--- src/rtl/ooca_mem_pkg.sv ---
// Shared types and default widths for the two-port memory arbiter.
package ooca_mem_pkg;

    localparam int ADDR_W_DEF = 16;
    localparam int DATA_W_DEF = 16;

    typedef enum logic [1:0] {
        IDLE   = 2'd0,
        SETUP  = 2'd1,
        STROBE = 2'd2,
        DONE   = 2'd3
    } state_t;

    typedef enum logic {
        PORT0 = 1'b0,
        PORT1 = 1'b1
    } port_id_t;

endpackage

--- src/rtl/rr_arb2.sv ---
// Two-way round-robin grant: on a tie the port that was not granted last wins.
module rr_arb2
    import ooca_mem_pkg::*;
(
    input  logic [1:0] i_req,
    input  port_id_t   i_last,
    output logic       o_valid,
    output port_id_t   o_grant
);

    always_comb begin
        o_valid = |i_req;
        o_grant = PORT0;
        if (i_req == 2'b11) begin
            o_grant = (i_last == PORT0) ? PORT1 : PORT0;
        end else if (i_req[1]) begin
            o_grant = PORT1;
        end
    end

endmodule

--- src/rtl/mem_arbiter.sv ---
// Shares one synchronous-strobe memory between an instruction-fetch port (p0)
// and a data port (p1), one access at a time with round-robin arbitration.
module mem_arbiter
    import ooca_mem_pkg::*;
#(
    parameter int ADDR_W     = ADDR_W_DEF,
    parameter int DATA_W     = DATA_W_DEF,
    parameter int STROBE_CYC = 1
)(
    input  logic              clk,
    input  logic              rst_n,
    input  logic              p0_req,
    input  logic              p0_we,
    input  logic [ADDR_W-1:0] p0_addr,
    input  logic [DATA_W-1:0] p0_wdata,
    output logic              p0_ack,
    output logic [DATA_W-1:0] p0_rdata,
    input  logic              p1_req,
    input  logic              p1_we,
    input  logic [ADDR_W-1:0] p1_addr,
    input  logic [DATA_W-1:0] p1_wdata,
    output logic              p1_ack,
    output logic [DATA_W-1:0] p1_rdata,
    output logic [ADDR_W-1:0] mem_addr,
    output logic [DATA_W-1:0] mem_data_in,
    output logic              mem_rd,
    output logic              mem_wr,
    output logic              mem_cs,
    input  logic [DATA_W-1:0] mem_data_out,
    output logic              busy
);

    localparam logic [3:0] LP_CNT_LAST = 4'(STROBE_CYC - 1);

    state_t            r_state;
    state_t            w_next;
    logic [3:0]        r_cnt;
    port_id_t          r_id;
    port_id_t          r_last;
    port_id_t          w_grant;
    logic              w_valid;
    logic              w_strobe_end;
    logic              r_we;
    logic [ADDR_W-1:0] r_mem_addr;
    logic [DATA_W-1:0] r_mem_wdata;
    logic [DATA_W-1:0] r_p0_rdata;
    logic [DATA_W-1:0] r_p1_rdata;

    rr_arb2 u_arb (
        .i_req   ({p1_req, p0_req}),
        .i_last  (r_last),
        .o_valid (w_valid),
        .o_grant (w_grant)
    );

    assign w_strobe_end = (r_cnt == LP_CNT_LAST);
    assign mem_addr     = r_mem_addr;
    assign mem_data_in  = r_mem_wdata;
    assign p0_rdata     = r_p0_rdata;
    assign p1_rdata     = r_p1_rdata;

    always_ff @(posedge clk or negedge rst_n) begin
        if (!rst_n) begin
            r_state <= IDLE;
        end else begin
            r_state <= w_next;
        end
    end

    always_comb begin
        w_next = r_state;
        mem_rd = 1'b0;
        mem_wr = 1'b0;
        mem_cs = 1'b0;
        busy   = 1'b1;
        p0_ack = 1'b0;
        p1_ack = 1'b0;
        case (r_state)
            IDLE: begin
                busy = 1'b0;
                if (w_valid) begin
                    w_next = SETUP;
                end
            end
            SETUP: begin
                mem_rd = !r_we;
                mem_wr = r_we;
                w_next = STROBE;
            end
            STROBE: begin
                mem_rd = !r_we;
                mem_wr = r_we;
                mem_cs = 1'b1;
                if (w_strobe_end) begin
                    w_next = DONE;
                end
            end
            DONE: begin
                mem_rd = !r_we;
                mem_wr = r_we;
                p0_ack = (r_id == PORT0);
                p1_ack = (r_id == PORT1);
                w_next = IDLE;
            end
            default: begin
                w_next = IDLE;
            end
        endcase
    end

    always_ff @(posedge clk or negedge rst_n) begin
        if (!rst_n) begin
            r_cnt <= 4'd0;
        end else if (r_state == STROBE) begin
            r_cnt <= r_cnt + 4'd1;
        end else begin
            r_cnt <= 4'd0;
        end
    end

    always_ff @(posedge clk or negedge rst_n) begin
        if (!rst_n) begin
            r_id        <= PORT0;
            r_last      <= PORT1;
            r_we        <= 1'b0;
            r_mem_addr  <= '0;
            r_mem_wdata <= '0;
            r_p0_rdata  <= '0;
            r_p1_rdata  <= '0;
        end else begin
            if (r_state == IDLE && w_valid) begin
                r_id <= w_grant;
                if (w_grant == PORT1) begin
                    r_we        <= p1_we;
                    r_mem_addr  <= p1_addr;
                    r_mem_wdata <= p1_wdata;
                end else begin
                    r_we        <= p0_we;
                    r_mem_addr  <= p0_addr;
                    r_mem_wdata <= p0_wdata;
                end
            end
            // Read data is captured on the last strobe edge so it is already valid while ack is high.
            if (r_state == STROBE && w_strobe_end && !r_we) begin
                if (r_id == PORT1) begin
                    r_p1_rdata <= mem_data_out;
                end else begin
                    r_p0_rdata <= mem_data_out;
                end
            end
            if (r_state == DONE) begin
                r_last <= r_id;
            end
        end
    end

endmodule

--- config.mk ---
export PLATFORM = sky130hd
export DESIGN_NAME = mem_arbiter
export DESIGN_NICKNAME = d
export VERILOG_FILES = /design/src/rtl/ooca_mem_pkg.sv /design/src/rtl/rr_arb2.sv /design/src/rtl/mem_arbiter.sv
export SDC_FILE = /design/constraint.sdc
export NUM_CORES = 1
export LEC_CHECK = 0
export ABC_AREA = 1
export BUFFER_PORTS_ARGS = -buffer_cell sky130_fd_sc_hd__buf_4
export CAP_MARGIN = 25
export CORE_UTILIZATION = 50
export CTS_BUF_LIST = sky130_fd_sc_hd__clkbuf_4 sky130_fd_sc_hd__clkbuf_8 sky130_fd_sc_hd__clkbuf_16
export CTS_CLUSTER_DIAMETER = 120
export DETAILED_ROUTE_END_ITERATION = 8
export PLACE_DENSITY = 0.85
export SYNTH_ARGS = -nofsm -noshare
export SYNTH_HDL_FRONTEND = slang
export SYNTH_SLANG_ARGS = --single-unit
--- constraint.sdc ---
create_clock -name clk -period 2.3 [get_ports clk]
set_input_delay 0.115 -clock clk [delete_from_list [all_inputs] [get_ports clk]]
set_output_delay 0.115 -clock clk [all_outputs]
set_load 0.02 [all_outputs]
## After elaboration in Yosys (flattened, before gate mapping)

Index checks and enable logic that the tools add are counted.

| operators by class | value |
|---|---|
| add/subtract/negate cells | 1 |
| eq/ne operators | 6 |
| mux-type cells | 16 |
| bitwise logic cells | 1 |
| reductions and logical operators | 11 |

Operators with widths:

| operator | number |
|---|---|
| 16-bit two-way mux | 2 |
| 1-bit two-way mux | 10 |
| 2-bit case mux with 4 select lines | 1 |
| 2-bit equality test (second input constant) | 3 |
| 2-bit AND reduction | 3 |
| 4-bit by 1-bit adder with 4-bit output (second input constant) | 1 |
| 4-bit zero test | 1 |
| 2-bit two-way mux | 2 |
| 4-bit two-way mux | 1 |
| 2-bit inequality test (second input constant) | 2 |
| 1-bit logical AND | 3 |
| 3-bit OR reduction | 1 |
| 2-bit by 1-bit equality test with 1-bit output (second input constant) | 1 |
| 2-bit zero test | 1 |
| 2-bit OR reduction | 1 |
| 1-bit zero test | 1 |
| 1-bit inverter | 1 |

| word-level totals | value |
|---|---|
| flip-flop bits (word level) | 73 |
| input port bits | 86 |
| word-level logic and storage cells | 44 |

## Longest topological paths before layout

| depth | value |
|---|---|
| depth after elaboration | 4 |
| gate-level depth with buffers | 8 |

## Cells and area by module

Synthesis repeated with hierarchy kept, for this count alone.

| unflattened totals | value |
|---|---|
| cells, all modules | 380 |
| area total of the unflattened synthesis | 3345.7 um^2 |

By module, submodules not included:

| module | times used | cells an instance | area an instance (um^2) | seq. area each (um^2) |
|---|---|---|---|---|
| mem_arbiter | 1 | 377 | 3330.7 | 1828.0 |
| rr_arb2 | 1 | 3 | 15.0 | 0.0 |

## Worst setup path before layout

No wires, ideal clock.

| timing | value |
|---|---|
| path type | register to register |
| start point | reg r_state[0] |
| end point | reg r_p0_rdata[10] (netlist: p0_rdata[10]) |
| library setup time | 0.117 ns |
| data arrival time | 1.462 ns |
| path slack | 0.721 ns |
| stages on the path, launching flop included | 9 |
| cells stage by stage | dfrtp_1 > inv_1 > ha_1 > inv_2 > nor2_8 > nand4_4 > buf_6 > nand2_1 > nand2_1 |

| between the ends | value |
|---|---|
| word-level cells in the longest chain between the ends | 4 |

Ends and longest elaborated chain:

| element | RTL line | RTL |
|---|---|---|
| start: declaration | mem_arbiter.sv:35 | `state_t r_state;` |
| start signal: assignment | mem_arbiter.sv:66 | `r_state <= w_next;` |
| 2-bit equality test | mem_arbiter.sv:144 | `if (r_state == STROBE && w_strobe_end && !r_we) begin` |
| 1-bit logical AND (2 in series) | mem_arbiter.sv:144 |  |
| 2-bit AND reduction (no source line) | -- |  |
| end signal: assignment | mem_arbiter.sv:148 | `r_p0_rdata <= mem_data_out;` |
| end: declaration | mem_arbiter.sv:46 | `logic [DATA_W-1:0] r_p0_rdata;` |

No other way between the ends.
A chain may end at the register's enable or synchronous reset.

## Worst setup path in the final report

| timing | value |
|---|---|
| start point | reg r_cnt[0] |
| end point | reg r_p0_rdata[7] (netlist: p0_rdata[7]) |

| between the ends | value |
|---|---|
| word-level cells in the longest chain between the ends | 4 |

Ends and longest elaborated chain:

| element | RTL line | RTL |
|---|---|---|
| start: declaration | mem_arbiter.sv:37 | `logic [3:0] r_cnt;` |
| start signal: assignment | mem_arbiter.sv:115 | `r_cnt <= r_cnt + 4'd1;` |
| 4-bit zero test | mem_arbiter.sv:56 | `assign w_strobe_end = (r_cnt == LP_CNT_LAST);` |
| 1-bit logical AND (2 in series) | mem_arbiter.sv:144 |  |
| 2-bit AND reduction (no source line) | -- |  |

No other way between the ends.

==> flow_summary.yaml <==
sta:
  fin_crit_sh_pct: 80.15
  rsz0062_at_grt: "false"
  fin_worst_skew_ns: 0.008417
  slew_headroom_pct: 41.27
  max_clock_freq_mhz: 542.5
  slew_viol_final: 0
  min_period_ns: 1.843
  tightest_slew_ns: 0.8809
  whs_ns: 0.04372
  hold_viol: 0
  setup_viol: 0
  fin_tns_setup_ns: 0
power_and_ir_drop:
  p_total_mw: 6.867
  ir_drop_uv: 575.6
  cellLeakagePower_nw: 2.834
  powerDensity_nw_per_um2: 1387
clock_tree:
  cts_setup_buffers: 0
  cts_root_buffer: "clkbuf_8"
  post_cts_resize_count: 0
  clkTransAtPathRegs_ns: 0.07
  ctsHoldBuffers: 1
  cts_tree: "yes"
  cts_buffer_depth: 2
  cts_max_level: 3
  cts-buffers-inserted: 9
  clock-sinks: 73
  clk_latency_ns: 0.33
worst_setup_path:
  cp_max_fo: 32
  path_class: "reg -> reg"
  reg2reg_slack_ns: 0.46
  worstPathArrival_ns: 2.11
  startpoint_type: "flop"
  worst-endpoint-required_ns: 2.57
  crit_path_end_kind: "flop"
global_routing:
  grt_max_degree: 74
  grt.total_usage_pct: 25.30
  grt_pass1_vias: 3330
  overflow: 0
  grt_pass1_wl_um: 14940
  antenna_found_initial: 0
synth:
  synthFlopType: "dfrtp_1"
  synth.net_count: 542
  ys_types: 22
  synth_top_area_cell: "dfrtp_1"
  syn_area_um2: 3612
  syn_avg_cell_area_um2: 8.027
  yosysWarningCount: 0
  synth_enable_flop_cells: 0
  netlist_instances: 450
  synth_seq_area_share_pct: 50.61
  synth.top_cell.area_share_pct: 49.88
  synthTopCellsByArea: "dfrtp_1 (50%), nand2_1 (25%), nand4_1 (5.5%)"
  yosysMostFrequentCell: "nand2_1"
  synthArstFlopShare_pct: 100.0
  synth.top_cells.by_count: "nand2_1 (239), dfrtp_1 (72), nand3_1 (37), nand4_1 (32), buf_2 (17)"
  synth-seq-cells: 73
place:
  gp_congestion: 0.7896
  io_buffers: 155
  dp.cells: 678
  hpwl_um: 6521
die:
  dieHeight_um: 87.00
  die_x_um: 87.00
  rows: 30
  core_um2: 6869
  ios: 156
  die_area_um2: 7568
  initial_core_util_pct: 52.59
run:
  max-cap-violations: 0
layout:
  n_antenna_cell: 0
  nNetsFinal: 686
  drive_above_1_share_pct: 31.89
  fin_cells: 695
  area_delta_synth_final_pct: 37.03
drt:
  drcViolationCount: 0
  drtPass1Iterations: 4
  drt-initial-drc-count: 142
  postRouteAntennaNets: 0
  post_drt_wl_per_cell_um: 13.06
  wl_um: 9076
  via_count: 3533
  viasPerCell: 5.083
hold_path:
  hold_class: "in -> reg"
outcome:
  status: "completed"
metrics by stage:
stage               util, %  instance area [µm²]  worst slack (ns)
floorplan                 -                 3612            0.7208
global placement      69.00                 4740            0.5950
detailed placement    69.00                 4740            0.4993
CTS                   72.06                 4950            0.4832
global route          72.06                 4950            0.3008
finish                72.06                 4950            0.4566
cell type report:
class | instances | area, µm²
flip-flops and latches | 73 | 1828
inverters | 15 | 56.30
multi-input cells | 335 | 1541
clock buffers | 13 | 160.2
clock inverters | 3 | 40.04
fillers | 560 | 1919
well taps | 96 | 120.1
repair buffers | 160 | 1204
power by group:
group / switching (mW) / total (mW) / internal (mW) / leakage, nW
registers: 0.401 / 2.30 / 1.90 / 0.904
logic: 2.20 / 3.56 / 1.36 / 1.82
clock network: 0.437 / 1.00 / 0.565 / 0.108
total: 3.04 / 6.87 / 3.83 / 2.83
layout by cell type, fill, tap and decap left out, types with 2 or more instances in the layout:
cell / netlist / layout
clkbuf_8: 0 / 10
inv_1: 12 / 12
o21ai_0: 3 / 3
ha_1: 6 / 6
inv_2: 3 / 3
a21oi_1: 2 / 2
nor2_4: 2 / 2
clkbuf_4: 0 / 3
nor2_1: 4 / 4
nand4_1: 32 / 32
nand2_1: 239 / 239
nand2_2: 4 / 4
buf_4: 1 / 159
nand4_4: 2 / 2
dfrtp_1: 72 / 72
clkinv_2: 0 / 2
nand3_1: 37 / 37
cell families after synthesis:
family / synth area share (%)
compound gates: 1.143
fa+ha+maj: 2.078
buf+inv: 6.720
flops: 50.61
simple gates: 39.45
layer usage:
layer,GRT usage [%],wire length (µm)
met1,32.22,3870
met3,7.109,749
met2,42.09,4386
met5,0,0
met4,7.424,70
state kept, by name, indices dropped and copies added, names as in the netlist:
register,count
mem_data_in,16
p1_rdata,16
r_id,1
p0_rdata,16
r_we,1
r_state,2
mem_addr,16
r_last,1
r_cnt,4
final timing paths:
path,end,depth (start not counted),startpoint
setup / recovery,p0_rdata[7]$_DFFE_PN0P_,6,r_cnt[0]$_DFF_PN0_
hold / removal,p1_rdata[5]$_DFFE_PN0P_,3,mem_data_out[5]
setup reg to reg,p0_rdata[7]$_DFFE_PN0P_,6,r_cnt[0]$_DFF_PN0_
hold reg to reg,r_last$_DFFE_PN1N_,2,r_last$_DFFE_PN1N_
max in group asynchronous,mem_addr[12]$_DFFE_PN0P_,2,rst_n
min in group asynchronous,p1_rdata[11]$_DFFE_PN0P_,2,rst_n
critical path: stages, from the launching register on:
cell     delay [ns]
dfrtp_1        0.42
inv_1          0.08
ha_1           0.32
nand2_2        0.11
nor2_4         0.52
nand4_1        0.21
nand2_1        0.12
Note: power is estimated with default switching activity, not from simulation.
